===== src/rtl/generic_bus_rr_arbiter_pkg.sv =====
// Bus-bridge types: arbiter state encoding.
package generic_bus_rr_arbiter_pkg;
  typedef enum logic [1:0] {
    IDLE,
    SERVE0,
    SERVE1
  } arb_state_t;
endpackage


===== src/rtl/rv32i_types_pkg.sv =====
// Core-wide RV32I types shared by the bus and memory blocks.
package rv32i_types_pkg;
  localparam int unsigned RAM_ADDR_SIZE = 32;
  localparam int unsigned WORD_SIZE     = 32;

  typedef logic [WORD_SIZE-1:0] word_t;
endpackage


===== src/rtl/generic_bus_rr_arbiter_if.sv =====
// Generic RAM-style bus: generic_bus is the memory side, cpu is the master side.
interface generic_bus_if;
  import rv32i_types_pkg::*;

  logic [RAM_ADDR_SIZE-1:0] addr;
  word_t                    wdata;
  word_t                    rdata;
  logic                     ren;
  logic                     wen;
  logic                     busy;
  logic [3:0]               byte_en;

  modport generic_bus (
    input  addr, ren, wen, wdata, byte_en,
    output rdata, busy
  );

  modport cpu (
    output addr, ren, wen, wdata, byte_en,
    input  rdata, busy
  );
endinterface


===== src/rtl/generic_bus_rr_arbiter.sv =====
// Two-requester arbiter sharing one generic_bus RAM port; grant is held until
// the downstream busy deasserts, and over-long transactions raise timeout_err.
module generic_bus_rr_arbiter
  import generic_bus_rr_arbiter_pkg::*;
#(
  parameter bit          FIXED_PRIORITY = 1'b0,
  parameter int unsigned TIMEOUT_CYCLES = 1024
) (
  input  logic               CLK,
  input  logic               nRST,
  generic_bus_if.generic_bus req0_bus_if,
  generic_bus_if.generic_bus req1_bus_if,
  generic_bus_if.cpu         out_bus_if,
  output logic [1:0]         grant,
  output logic               timeout_err
);

  localparam int unsigned TMO_W = (TIMEOUT_CYCLES == 0) ? 1 : $clog2(TIMEOUT_CYCLES + 1);
  localparam logic [TMO_W-1:0] TMO_LIMIT = TMO_W'(TIMEOUT_CYCLES);

  arb_state_t       state;
  arb_state_t       next_state;
  logic             last_served;
  logic             bubble;
  logic [TMO_W-1:0] tmo_cnt;
  logic [TMO_W-1:0] tmo_inc;
  logic             req0;
  logic             req1;

  assign req0 = req0_bus_if.ren | req0_bus_if.wen;
  assign req1 = req1_bus_if.ren | req1_bus_if.wen;

  always_comb begin
    tmo_inc = (tmo_cnt == '1) ? tmo_cnt : tmo_cnt + 1'b1;
  end

  always_comb begin
    next_state          = state;
    grant               = '0;
    out_bus_if.addr     = '0;
    out_bus_if.ren      = 1'b0;
    out_bus_if.wen      = 1'b0;
    out_bus_if.wdata    = '0;
    out_bus_if.byte_en  = '0;
    req0_bus_if.busy    = 1'b1;
    req1_bus_if.busy    = 1'b1;
    req0_bus_if.rdata   = out_bus_if.rdata;
    req1_bus_if.rdata   = out_bus_if.rdata;

    case (state)
      IDLE: begin
        // The post-transaction bubble cycle does not arbitrate.
        if (!bubble) begin
          if (req0 && req1)
            next_state = (FIXED_PRIORITY || last_served) ? SERVE0 : SERVE1;
          else if (req0)
            next_state = SERVE0;
          else if (req1)
            next_state = SERVE1;
        end
      end
      SERVE0: begin
        grant              = 2'b01;
        out_bus_if.addr    = req0_bus_if.addr;
        out_bus_if.ren     = req0_bus_if.ren;
        out_bus_if.wen     = req0_bus_if.wen;
        out_bus_if.wdata   = req0_bus_if.wdata;
        out_bus_if.byte_en = req0_bus_if.byte_en;
        req0_bus_if.busy   = out_bus_if.busy;
        if (!out_bus_if.busy || !req0)
          next_state = IDLE;
      end
      SERVE1: begin
        grant              = 2'b10;
        out_bus_if.addr    = req1_bus_if.addr;
        out_bus_if.ren     = req1_bus_if.ren;
        out_bus_if.wen     = req1_bus_if.wen;
        out_bus_if.wdata   = req1_bus_if.wdata;
        out_bus_if.byte_en = req1_bus_if.byte_en;
        req1_bus_if.busy   = out_bus_if.busy;
        if (!out_bus_if.busy || !req1)
          next_state = IDLE;
      end
      default: next_state = IDLE;
    endcase
  end

  always_ff @(posedge CLK or negedge nRST) begin
    if (!nRST) begin
      state       <= IDLE;
      last_served <= 1'b1;
      bubble      <= 1'b0;
      tmo_cnt     <= '0;
      timeout_err <= 1'b0;
    end else begin
      state  <= next_state;
      bubble <= (state != IDLE);
      if (state == IDLE) begin
        tmo_cnt <= '0;
      end else if (out_bus_if.busy) begin
        // An abort also lands here (busy still high), so last_served is kept.
        tmo_cnt <= tmo_inc;
        if (TIMEOUT_CYCLES != 0 && tmo_inc == TMO_LIMIT)
          timeout_err <= 1'b1;
      end else begin
        last_served <= (state == SERVE1);
      end
    end
  end

endmodule


===== src/flat_wrapper.sv =====
// flat-port wrapper written by rule: the top's interface ports become plain ports
module generic_bus_rr_arbiter_flat import generic_bus_rr_arbiter_pkg::*;
#(
  parameter bit          FIXED_PRIORITY = 1'b0,
  parameter int unsigned TIMEOUT_CYCLES = 1024
)
  (CLK, nRST, grant, timeout_err, req0_bus_if_addr, req0_bus_if_ren, req0_bus_if_wen, req0_bus_if_wdata, req0_bus_if_byte_en, req0_bus_if_rdata, req0_bus_if_busy, req1_bus_if_addr, req1_bus_if_ren, req1_bus_if_wen, req1_bus_if_wdata, req1_bus_if_byte_en, req1_bus_if_rdata, req1_bus_if_busy, out_bus_if_addr, out_bus_if_ren, out_bus_if_wen, out_bus_if_wdata, out_bus_if_byte_en, out_bus_if_rdata, out_bus_if_busy);
  generic_bus_if req0_bus_if_i ();
  generic_bus_if req1_bus_if_i ();
  generic_bus_if out_bus_if_i ();
  input  logic CLK;
  input  logic nRST;
  output logic [1:0] grant;
  output logic timeout_err;
  input wire logic [$bits(req0_bus_if_i.addr)-1:0] req0_bus_if_addr;
  input wire logic [$bits(req0_bus_if_i.ren)-1:0] req0_bus_if_ren;
  input wire logic [$bits(req0_bus_if_i.wen)-1:0] req0_bus_if_wen;
  input wire logic [$bits(req0_bus_if_i.wdata)-1:0] req0_bus_if_wdata;
  input wire logic [$bits(req0_bus_if_i.byte_en)-1:0] req0_bus_if_byte_en;
  output wire logic [$bits(req0_bus_if_i.rdata)-1:0] req0_bus_if_rdata;
  output wire logic [$bits(req0_bus_if_i.busy)-1:0] req0_bus_if_busy;
  input wire logic [$bits(req1_bus_if_i.addr)-1:0] req1_bus_if_addr;
  input wire logic [$bits(req1_bus_if_i.ren)-1:0] req1_bus_if_ren;
  input wire logic [$bits(req1_bus_if_i.wen)-1:0] req1_bus_if_wen;
  input wire logic [$bits(req1_bus_if_i.wdata)-1:0] req1_bus_if_wdata;
  input wire logic [$bits(req1_bus_if_i.byte_en)-1:0] req1_bus_if_byte_en;
  output wire logic [$bits(req1_bus_if_i.rdata)-1:0] req1_bus_if_rdata;
  output wire logic [$bits(req1_bus_if_i.busy)-1:0] req1_bus_if_busy;
  output wire logic [$bits(out_bus_if_i.addr)-1:0] out_bus_if_addr;
  output wire logic [$bits(out_bus_if_i.ren)-1:0] out_bus_if_ren;
  output wire logic [$bits(out_bus_if_i.wen)-1:0] out_bus_if_wen;
  output wire logic [$bits(out_bus_if_i.wdata)-1:0] out_bus_if_wdata;
  output wire logic [$bits(out_bus_if_i.byte_en)-1:0] out_bus_if_byte_en;
  input wire logic [$bits(out_bus_if_i.rdata)-1:0] out_bus_if_rdata;
  input wire logic [$bits(out_bus_if_i.busy)-1:0] out_bus_if_busy;
  assign req0_bus_if_i.addr = req0_bus_if_addr;
  assign req0_bus_if_i.ren = req0_bus_if_ren;
  assign req0_bus_if_i.wen = req0_bus_if_wen;
  assign req0_bus_if_i.wdata = req0_bus_if_wdata;
  assign req0_bus_if_i.byte_en = req0_bus_if_byte_en;
  assign req0_bus_if_rdata = req0_bus_if_i.rdata;
  assign req0_bus_if_busy = req0_bus_if_i.busy;
  assign req1_bus_if_i.addr = req1_bus_if_addr;
  assign req1_bus_if_i.ren = req1_bus_if_ren;
  assign req1_bus_if_i.wen = req1_bus_if_wen;
  assign req1_bus_if_i.wdata = req1_bus_if_wdata;
  assign req1_bus_if_i.byte_en = req1_bus_if_byte_en;
  assign req1_bus_if_rdata = req1_bus_if_i.rdata;
  assign req1_bus_if_busy = req1_bus_if_i.busy;
  assign out_bus_if_addr = out_bus_if_i.addr;
  assign out_bus_if_ren = out_bus_if_i.ren;
  assign out_bus_if_wen = out_bus_if_i.wen;
  assign out_bus_if_wdata = out_bus_if_i.wdata;
  assign out_bus_if_byte_en = out_bus_if_i.byte_en;
  assign out_bus_if_i.rdata = out_bus_if_rdata;
  assign out_bus_if_i.busy = out_bus_if_busy;
  generic_bus_rr_arbiter #(.FIXED_PRIORITY(FIXED_PRIORITY), .TIMEOUT_CYCLES(TIMEOUT_CYCLES)) u_core (.CLK(CLK), .nRST(nRST), .req0_bus_if(req0_bus_if_i), .req1_bus_if(req1_bus_if_i), .out_bus_if(out_bus_if_i), .grant(grant), .timeout_err(timeout_err));
endmodule

===== config.mk =====
export PLATFORM = sky130hd
export DESIGN_NAME = generic_bus_rr_arbiter_flat
export DESIGN_NICKNAME = d
export VERILOG_FILES = /design/src/rtl/generic_bus_rr_arbiter_pkg.sv /design/src/rtl/rv32i_types_pkg.sv /design/src/rtl/generic_bus_rr_arbiter_if.sv /design/src/rtl/generic_bus_rr_arbiter.sv /design/src/flat_wrapper.sv
export SDC_FILE = /design/constraint.sdc
export NUM_CORES = 1
export LEC_CHECK = 0
export ABC_CLOCK_PERIOD_IN_PS = 1800
export BUFFER_PORTS_ARGS = -buffer_cell sky130_fd_sc_hd__buf_4
export CAP_MARGIN = 10
export CORE_AREA = 8 8 116 118
export CTS_CLUSTER_SIZE = 20
export DETAILED_ROUTE_END_ITERATION = 6
export DIE_AREA = 0 0 124 126
export SETUP_SLACK_MARGIN = 0.15
export SLEW_MARGIN = 5
export SYNTH_ARGS = -nofsm -noshare
export SYNTH_HDL_FRONTEND = slang
export SYNTH_SLANG_ARGS = --single-unit

===== constraint.sdc =====
create_clock -name CLK -period 1.8 [get_ports CLK]
set_input_delay 0 -clock CLK [delete_from_list [all_inputs] [get_ports CLK]]
set_output_delay 0 -clock CLK [all_outputs]
set_load 0.005 [all_outputs]

==> results of run 1 <==
==> cells by family (layout without fill, tap and decap cells) <==
| group | count (synthesis) | in the layout | share of synthesized area, % |
|---|---|---|---|
| AO/OA/AOI/OAI | 91 | 91 | 25.8 |
| flip-flops | 16 | 16 | 15.5 |
| adder cells (fa/ha/maj) | 4 | 4 | 1.93 |
| multiplexers | 7 | 7 | 2.80 |
| XOR/XNOR | 5 | 5 | 1.69 |
| AND/OR/NAND/NOR | 122 | 122 | 27.9 |
| buffers and inverters | 100 | 260 | 24.5 |
==> through the flow <==
| stage | power [mW] | cell area (um^2) | hold slack, ns | worst slack (ns) |
|---|---|---|---|---|
| after CTS | 4.45 | 4080 | 0.0000536 | 0.133 |
| after detailed placement | 3.81 | 3920 | -0.127 | 0.0611 |
| final | 5.36 | 4510 | 0.00000326 | 0.169 |
| after global placement | 3.77 | 3920 | -0.130 | 0.110 |
| after global routing | 5.72 | 4510 | 0.0000124 | 0.0970 |
| after floorplan | 2.35 | 2600 | -0.296 | 0.174 |
==> power by group <==
group          internal [mW]  switching [mW]
combinational           2.48            1.92
clock                  0.337           0.137
sequential             0.431          0.0578
total                   3.25            2.11
==> layout make-up <==
class / count / share of cell area (%)
tap: 147 / 4.08
timing repair buffer: 249 / 46.6
clock buffer: 4 / 1.97
sequential: 16 / 9.13
multi-input combinational: 229 / 37.6
inverter: 7 / 0.638
==> cells in the mapped netlist <==
cell type / n
o31ai_1: 2
inv_1: 7
a31oi_1: 2
nor4bb_1: 1
a21oi_1: 3
dfstp_2: 1
and3_2: 1
nand4_1: 2
nand2_1: 10
o21ai_0: 7
a22oi_1: 70
buf_6: 2
mux2i_1: 5
buf_2: 1
a41oi_1: 1
nand3_4: 1
o221ai_1: 1
xor2_1: 1
nor4_1: 1
nor2b_1: 70
nand2b_1: 2
nor2_1: 13
buf_4: 65
nand3_1: 6
dfrtp_1: 15
o41ai_2: 1
o22ai_1: 1
o211a_1: 1
nand4_2: 1
ha_1: 4
nand3_2: 1
mux2_2: 2
o2111ai_1: 1
xnor2_1: 4
o211ai_1: 1
or3_4: 1
nor3_1: 7
nand2_2: 1
and4_1: 1
and3_1: 1
and2_1: 2
clkbuf_1: 25
==> metal layers <==
metal	track usage [%]	routed length, um
met1	16.8	5590
met2	25.3	7180
met3	8.49	1880
met4	1.61	101
met5	0	103
==> repair_timing <==
item	in CTS	in global routing
gates cloned	0	8
hold endpoints to repair	16	0
setup buffers	2	10
pin swaps	1	3
resized for setup	13	35
hold buffers	1	0
endpoints found under the setup margin	72	67
==> cells in the final DEF, fill, tap and decap left out, drive strengths merged, types with 2 or more instances in the layout <==
master	count
a21oi	3
a22oi	70
a31oi	2
and2	2
and3	2
buf	241
clkbuf	11
dfrtp	15
ha	4
inv	7
mux2	2
mux2i	5
nand2	11
nand2b	2
nand3	8
nand4	3
nor2	13
nor2b	70
nor3	7
o21ai	7
o31ai	2
xnor2	4
==> worst min-delay path by stage <==
stage | start | to | slack [ns] | depth (start not counted)
final | out_bus_if_rdata[16] | req0_bus_if_rdata[16] | 0.000003 | 0
after CTS | out_bus_if_rdata[12] | req1_bus_if_rdata[12] | 0.00005 | 0
after detailed placement | nRST | u_core.tmo_cnt[6]$_DFFE_PN0N_ | -0.13 | 1
after global routing | out_bus_if_rdata[11] | req0_bus_if_rdata[11] | 0.00001 | 0
after floorplan | nRST | u_core.bubble$_DFF_PN0_ | -0.30 | 0
after global placement | nRST | u_core.tmo_cnt[5]$_DFFE_PN0N_ | -0.13 | 1
==> sequential cells by signal, summed over array words and instances, names as in the netlist <==
name and cells:
u_core.tmo_cnt 11, u_core.bubble 1, u_core.last_served 1, u_core.timeout_err 1, u_core.state 2
==> worst register-to-register path, stage by stage, from the launching register on <==
cell and delay [ns]:
dfrtp_2 0.43, ha_4 0.25, nor4bb_1 0.42, o2111ai_2 0.21, o41ai_2 0.22
==> metrics.md, run 1 <==
| Metric | Value |
|---|---|
| Finish-stage setup viols | 0 |
| Number of CTS-inserted buffers | 3 |
| GP Congestion | 0.920 |
| MaxCap Viol Count | 0 |
| Core box area | 11700 um^2 |
| Slowest CP cell | dfrtp_2 |
| Slew @ Worst Pin | 0.429 ns |
| Setup crit start | u_core.tmo_cnt[1]$_DFFE_PN0N_ |
| DRT iter0 DRCs | 107 |
| Reg2reg end | u_core.timeout_err$_DFFE_PN0P_ |
| Mapped Area | 2600 um^2 |
| Area occupied by multi-input gates | 1700 um^2 |
| Critical Path AT | 1.78 ns |
| Crit Path Category | reg -> reg |
| Clk_skew | 0.00114 ns |
| Min-delay worst type | in -> out |
| Antenna diodes | 0 |
| Fillers | 1217 |
| DP Cell Count | 627 |
| First-pass GRT wire length | 18400 um |
| Power per cell area | 1190 nW/um^2 |
| Crit-path cells | ha_4 -> nor4bb_1 -> o2111ai_2 -> o41ai_2 |
| RSZ-0062 raised after global routing | true |
| Tmin final | 1.63 ns |
| Setup crit end | u_core.timeout_err$_DFFE_PN0P_ |
| Critical Path Start Type | flop |
| Fmax | 613 MHz |
| Tcrit/Tclk final | 90.6% |
| Relative slew slack | 71.0% |
| GRT Total Usage | 15.1% |
| Status | complete, no violations |
| Clock tree buffer depth | 2 |
| Leading area contributor after synthesis | a22oi_1 |
| Avg Inst Size Synth | 7.53 um^2 |
| Worst Path Required | 1.94 ns |
| Largest net degree at the start of global routing | 52 |
| Final net count | 685 |
| Setup crit end kind | flop |
| CP max stage delay | 0.43 ns |
| GRT overflow | 0 |
| Yosys top cell area share | 20.2% |
| Final hold viol count | 0 |
| Synth Warn # | 0 |
| Buf+Inv Stages, Crit Path | 0 |
| Reg area | 412 um^2 |
| Vias in the first global route | 3099 |
| Per-cell routed wire length | 22.8 um |
| Clk pin slew, worst setup/hold paths | 0.05 ns |
| Register bit total from synthesis | 16 |
| DR vias | 3194 |
| Synth-to-Final Area Change | 73.6% |
| Syn nets | 524 |
| Syn Inst Count | 345 |
| Detailed placer's ending HPWL | 10800 um |
| Htree depth | 1 |
| Root buffer cell | clkbuf_16 |
| Stages on worst setup path | 4 |
| Cell row count | 40 |
| Max Transition Viols Final | 0 |
| Initial Util | 22.2% |
| Initial antenna violation count | 8 |
| Die area | 15600 um^2 |
| DRT Pass-1 Iters | 4 |
| R2R Setup Slk | 0.17 ns |
| Via density | 4.90 |
| Antenna Violating Nets Remaining | 0 |
| Cell Count, Final, Fillers Out | 652 |
| Worst Path Max Fanout | 3 |
| Die H | 126 um |
| Latest clock arrival within the worst-skew pair | 0.25 ns |
| Routed Wire Length | 14900 um |
| Ratio of cells with drive above 1 in the final layout | 57.2% |
| Static leakage | 1.99 nW |
| Final core utilization | 38.5% |
| Top Family by Delay on Critical Path | flip-flops |
| Port-buffer cells | 217 |
| Ports | 314 |
| # DRC | 0 |
| R2r startpoint | u_core.tmo_cnt[1]$_DFFE_PN0N_ |
| Sequential-to-total area share from yosys stat | 15.5% |
| Die W | 124 um |
| # clock sinks | 16 |
| Setup_tns | 0 ns |
| CTS tree | yes |
| R2R cell count | 4 |
| Post-synth cell types | 42 |
| Top post-synthesis cells by area | a22oi_1 20%, buf_4 19%, nor2b_1 17% |
| Peak VDD IR | 0.000631 V |
Power figures use the tool's default switching activity.
==> run 2, diff against run 1 <==
==> constraint.sdc (replaced) <==
create_clock -name CLK -period 1.8 [get_ports CLK]
set_input_delay 0.09 -clock CLK [delete_from_list [all_inputs] [get_ports CLK]]
set_output_delay 0.09 -clock CLK [all_outputs]
set_load 0.005 [all_outputs]
==> run 2 against run 1 <==
  * Setup slack got worse by 0.093 ns
  * Routed wire length rose by 2.6%
  * First-iteration DRC count fell by 1.9%
  * Register-to-register slack got worse by 0.02 ns
  * Final cell count rose by 2.1%
  * Critical path depth rose by 2
  * Clock-buffer cell count did not move
  * Total power rose by 8.7%
  * Global-route usage rose by 1.8 points
  * Hold slack improved by 0.18 ns
  * Largest power group unchanged
==> metrics.md, run 2 (synthesized netlist as in run 1, its figures left out) <==
| Metric | Value |
|---|---|
| Fmax | 580 MHz (-5.4%) |
| Antenna Violating Nets Remaining | 0 (unchanged) |
| Setup crit end kind | output pin |
| Clk_skew | 0.00558 ns (+0.00444 ns) |
| Peak VDD IR | 0.000848 V (+34%) |
| Cell Count, Final, Fillers Out | 666 (+2.1%) |
| Power, Total | 5.82 mW (+8.7%) |
| Crit path top cell by count | buf_4 |
| DRT Pass-1 Iters | 4 (unchanged) |
| Final Cell Area | 4830 um^2 (+7.2%) |
| Crit-path cells | inv_2 -> buf_4 -> ha_4 -> buf_12 -> nor2b_1 -> buf_4 |
| NetSw | 2.28 mW (+8.1%) |
| Ports | 314 (unchanged) |
| Comb power frac | 84.0% (+2.0 points) |
| CTS tree | yes |
| Clock tree buffer depth | 2 (unchanged) |
| Worst Path Max Fanout | 26 (+23) |
| Setup_tns | 0 ns (unchanged) |
| Root buffer cell | clkbuf_16 |
| Power per cell area | 1210 nW/um^2 (+1.4%) |
| Via density | 5.04 (+3.0%) |
| # clock sinks | 16 (unchanged) |
| Crit Path Category | reg -> out |
| Critical Path AT | 1.63 ns (-0.15 ns) |
| Antenna diodes | 0 (unchanged) |
| Slew @ Worst Pin | 0.320 ns (-0.109 ns) |
| Initial antenna violation count | 8 (unchanged) |
| GRT overflow | 0 (unchanged) |
| Largest net degree at the start of global routing | 45 (-13%) |
| Final hold viol count | 0 (unchanged) |
| Core box area | 11700 um^2 (unchanged) |
| Reg with most FFs | u_core.tmo_cnt |
| Status | complete, no violations |
| Latest clock arrival within the worst-skew pair | 0.26 ns (about the same) |
| Die area | 15600 um^2 (unchanged) |
| Htree depth | 1 (unchanged) |
| Static leakage | 2.09 nW (+4.9%) |
| Top Family by Delay on Critical Path | buffers and inverters |
| Per-cell routed wire length | 22.9 um (+0.42%) |
| Vias in the first global route | 3369 (+8.7%) |
| Flop pwr share | 8.2% (-0.9 points) |
| First-pass GRT wire length | 20400 um (+11%) |
| Tmin final | 1.72 ns (+0.0932 ns) |
| Post-DP Area | 3920 um^2 (+0.13%) |
| Slowest CP cell | dfrtp_1 |
| Internal power | 3.54 mW (+9.1%) |
| CP max stage delay | 0.36 ns (-0.07 ns) |
| Initial Util | 22.2% (unchanged) |
| Relative slew slack | 78.4% (+7.4 points) |
| MaxCap Viol Count | 0 (unchanged) |
| GP Congestion | 0.861 (-6.4%) |
| Largest regs | u_core.tmo_cnt x11, u_core.state x2 |
| Finish-stage setup viols | 0 (unchanged) |
| Clock power frac | 7.8% (-1.1 points) |
| Critical Path Start Type | flop |
| DRT iter0 DRCs | 105 (-1.9%) |
| Number of flip-flops in the largest register | 11 (unchanged) |
| Detailed placer's ending HPWL | 11000 um (+1.6%) |
| Synth-to-Final Area Change | 86.1% |
| Tcrit/Tclk final | 95.8% (+5.2 points) |
| Routed Wire Length | 15200 um (+2.6%) |
| Commonest non-fill, non-tap cell in the layout | buf_4 |
| Setup crit start | u_core.state[0]$_DFFE_PN0P_ |
| Final net count | 699 (+2.0%) |
| R2r startpoint | u_core.tmo_cnt[1]$_DFFE_PN0N_ |
| Clk pin slew, worst setup/hold paths | 0.05 ns (about the same) |
| Switching Fraction | 39.2% (-0.22 points) |
| GRT Total Usage | 16.9% (+1.8 points) |
| Cell row count | 40 (unchanged) |
| Number of CTS-inserted buffers | 3 (unchanged) |
| Die W | 124 um (unchanged) |
| Buf+Inv Stages, Crit Path | 4 (+4) |
| Max Transition Viols Final | 0 (unchanged) |
| Ratio of cells with drive above 1 in the final layout | 65.1% (+7.9 points) |
| Die H | 126 um (unchanged) |
| Hold Path Origin | out_bus_if_rdata[16] |
| DP Cell Count | 626 (-0.16%) |
| RSZ-0062 raised after global routing | true |
| DR vias | 3359 (+5.2%) |
| Most frequent cells in the layout | 239 x buf_4, 66 x nor2b_1, 40 x a22oi_2 |
| Min-delay worst type | in -> out |
| Worst Path Required | 1.71 ns (-0.23 ns) |
| # DRC | 0 (unchanged) |
| Port-buffer cells | 217 (unchanged) |
[run 2: cell types whose count changed in the layout (fill, tap and decap cells not counted), sizes merged]
cell,previous run,this run
buf,241,258
clkbuf,11,8
[run 2: what timing repair did]
item                                    CTS  global route
hold buffers                              1             0
hold endpoints to repair                 16             0
setup buffers                            15            10
gates resized for setup                  60            23
gates cloned                              4             6
endpoints found under the setup margin   75            76
pin swaps                                 6            17
[run 2: cell type report]
type	instances	area (um^2)
Fill cell	1201	6880
Timing Repair Buffer	263	2280
Multi-Input combinational cell	229	1850
Sequential cell	16	412
Tap cell	147	184
Clock buffer	4	78.8
Inverter	7	26.3
[run 2: metal layers]
layer	vias to the layer above	routed length [um]	part of all wire, %	GRT usage (%)
met2	213	7390	48	28.7
met5	-	101	0.66	0
met1	1575	5470	36	18.6
met4	16	291	1.9	3.36
li1	1512	-	-	-
met3	43	2000	13	8.04
[run 2: worst paths after layout]
path | to | slack [ns] | cells after the start
worst max-delay path | out_bus_if_wdata[28] | 0.08 | 6
worst min-delay path | req0_bus_if_rdata[16] | 0.18 | 0
worst max register to register | u_core.timeout_err$_DFFE_PN0P_ | 0.15 | 8
worst min register to register | u_core.timeout_err$_DFFE_PN0P_ | 0.49 | 2
max in group asynchronous | u_core.last_served$_DFFE_PN1P_ | 1.32 | 2
min in group asynchronous | u_core.tmo_cnt[7]$_DFFE_PN0N_ | 0.22 | 2
[run 2: through the flow]
step                utilization (%)  setup WS [ns]  hold slack [ns]
global placement               33.5         0.0985          -0.0370
CTS                            38.8         0.0725            0.180
floorplan                         -          0.174           -0.206
detailed placement             33.5         0.0343          -0.0375
finish                         41.3         0.0757            0.180
global route                   41.3      -0.000823            0.180
[run 2: power groups by stage]
stage / logic, mW / registers (mW) / clock network [mW]
6_report: 4.89 / 0.478 / 0.455
5_1_grt: 5.23 / 0.487 / 0.483
4_1_cts: 4.40 / 0.480 / 0.458
3_5_place_dp: 3.36 / 0.476 / 0
3_3_place_gp: 3.32 / 0.473 / 0
2_1_floorplan: 1.88 / 0.467 / 0
==> run 3, diff against run 2 <==
Settings changed: ABC_CLOCK_PERIOD_IN_PS 1800 to 2100, CORE_AREA 8 8 116 118 to 8 8 117 119, DIE_AREA 0 0 124 126 to 0 0 125 127.
Clock period 1.8 ns to 2.1 ns, I/O delays scaled along.
==> run 3 against run 2 <==
  * Final cell count is 5.7% lower
  * Routed wire length is 14% lower
  * Sequential share of layout area is 1.6 points higher
  * Clock-buffer cell count stayed put
  * Flip-flop and latch count stayed put
  * Setup slack better by 0.15 ns
  * Die area is 1.6% higher
  * Combinational power is 42% lower
  * First-iteration DRC count is 2.9% lower
  * Global-route usage is 2.0 points lower
  * Critical path type is now reg -> reg
  * Largest cell class unchanged
==> metrics.md, run 3 (synthesized netlist as in run 1, its figures left out) <==
| Metric | Value |
|---|---|
| Setup crit end kind | flop |
| # DRC | 0 (unchanged) |
| GP Congestion | 0.926 (+7.5%) |
| Peak VDD IR | 0.000571 V (-33%) |
| Tmin final | 1.87 ns |
| Setup crit start | u_core.tmo_cnt[0]$_DFFE_PN0N_ |
| Critical Path Start Type | flop |
| GRT overflow | 0 (unchanged) |
| Max Transition Viols Final | 0 (unchanged) |
| Reg with most FFs | u_core.tmo_cnt |
| Worst Path Required | 2.23 ns (+0.52 ns) |
| Vias in the first global route | 3192 (-5.3%) |
| RSZ-0062 raised after global routing | false |
| Detailed placer's ending HPWL | 11000 um (+0.20%) |
| Die H | 127 um (+0.79%) |
| Htree depth | 1 (unchanged) |
| Routed Wire Length | 13100 um (-14%) |
| Setup_tns | 0 ns (unchanged) |
| Core box area | 11800 um^2 (+0.85%) |
| Clk_skew | 0.00509 ns (-0.000485 ns) |
| DR vias | 3067 (-8.7%) |
| Critical Path AT | 2.01 ns (+0.38 ns) |
| Fillers | 1255 (+4.5%) |
| Via density | 4.88 (-3.2%) |
| Antenna diodes | 0 (unchanged) |
| # clock sinks | 16 (unchanged) |
| Relative slew slack | 67.7% (-11 points) |
| Latest clock arrival within the worst-skew pair | 0.25 ns (about the same) |
| Finish-stage setup viols | 0 (unchanged) |
| Largest regs | u_core.tmo_cnt x11, u_core.state x2 |
| Initial antenna violation count | 4 (-4) |
| Final net count | 661 (-5.4%) |
| Worst Path Max Fanout | 6 (-77%) |
| Port-buffer cells | 217 (unchanged) |
| Largest net degree at the start of global routing | 47 (+4.4%) |
| DRT iter0 DRCs | 102 (-2.9%) |
| Power, Total | 3.61 mW (-38%) |
| Commonest non-fill, non-tap cell in the layout | buf_4 |
| Synth-to-Final Area Change | 53.2% |
| Fmax | 535 MHz |
| Die W | 125 um (+0.81%) |
| CTS tree | yes |
| Final hold viol count | 0 (unchanged) |
| Slew @ Worst Pin | 0.481 ns (+0.160 ns) |
| Crit Path Category | reg -> reg |
| Number of flip-flops in the largest register | 11 (unchanged) |
| DRT Pass-1 Iters | 4 (unchanged) |
| Initial Util | 22.0% (-0.19 points) |
| Hold Path Origin | out_bus_if_rdata[16] |
| Clock tree buffer depth | 2 (unchanged) |
| First-pass GRT wire length | 19200 um (-6.1%) |
| Root buffer cell | clkbuf_16 |
| Number of CTS-inserted buffers | 3 (unchanged) |
| Most frequent cells in the layout | 221 x buf_4, 70 x a22oi_1, 70 x nor2b_1 |
| Clk pin slew, worst setup/hold paths | 0.05 ns (about the same) |
| Ports | 314 (unchanged) |
| Tcrit/Tclk final | 89.1% |
| Min-delay worst type | in -> out |
| R2r startpoint | u_core.tmo_cnt[0]$_DFFE_PN0N_ |
| Power per cell area | 908 nW/um^2 (-25%) |
| Per-cell routed wire length | 20.8 um (-9.0%) |
| Cell row count | 40 (unchanged) |
| Static leakage | 1.79 nW (-14%) |
| Antenna Violating Nets Remaining | 0 (unchanged) |
| Die area | 15900 um^2 (+1.6%) |
| Ratio of cells with drive above 1 in the final layout | 49.9% (-15 points) |
| MaxCap Viol Count | 0 (unchanged) |
| GRT Total Usage | 14.9% (-2.0 points) |
| Hold WS | 0.210 ns (+0.0300 ns) |
| Status | complete, no violations |
run 3: power by group:
part           internal (mW)  switching, mW  leakage, nW
Sequential             0.367         0.0404        0.209
Combinational           1.49           1.34         1.54
Clock                  0.257          0.117       0.0382
run 3: critical path, cell delays in order (launching register included):
cell	delay, ns
dfrtp_1	0.41
ha_1	0.33
nand3_4	0.13
or3_4	0.45
nand2_2	0.08
xnor2_1	0.07
o41ai_2	0.30
run 3: worst paths after layout:
path | endpoint | slack, ns | depth (start not counted)
hold reg to reg | u_core.timeout_err$_DFFE_PN0P_ | 0.54 | 2
min in group asynchronous | u_core.tmo_cnt[2]$_DFFE_PN0N_ | 0.26 | 2
setup reg to reg | u_core.timeout_err$_DFFE_PN0P_ | 0.23 | 6
hold / removal | req0_bus_if_rdata[16] | 0.21 | 0
max in group asynchronous | u_core.last_served$_DFFE_PN1P_ | 1.58 | 2
setup / recovery | u_core.timeout_err$_DFFE_PN0P_ | 0.23 | 6
run 3: layer usage:
layer | share of wire [%] | GRT usage (%) | vias to the layer above | wire length [um]
li1 | - | - | 1429 | -
met1 | 38 | 16.8 | 1413 | 5010
met2 | 48 | 25.2 | 204 | 6300
met3 | 13 | 8.15 | 13 | 1640
met4 | 0.50 | 1.43 | 8 | 66
met5 | 0.42 | 0 | - | 55
run 3: repair_timing:
action	in CTS	in global routing
setup buffers	0	0
hold buffers	1	0
gates resized for setup	0	1
setup endpoints to repair	0	2
endpoints found under the hold margin	16	0
run 3: area by class of cell:
type	instances	area [um^2]	area share (%)
Timing Repair Buffer	225	1720	43.3
Clock buffer	4	78.8	1.98
Multi-Input combinational cell	229	1570	39.4
Tap cell	147	184	4.62
Inverter	7	26.3	0.661
Sequential cell	16	402	10.1
run 3: stage by stage:
step	std cells	cell area (um^2)	worst slack (ns)	util, %
2_1_floorplan	345	2600	0.413	-
3_3_place_gp	623	3880	0.365	32.9
3_5_place_dp	623	3880	0.246	32.9
4_1_cts	628	3970	0.181	33.6
5_1_grt	628	3980	0.159	33.7
6_report	628	3980	0.229	33.7
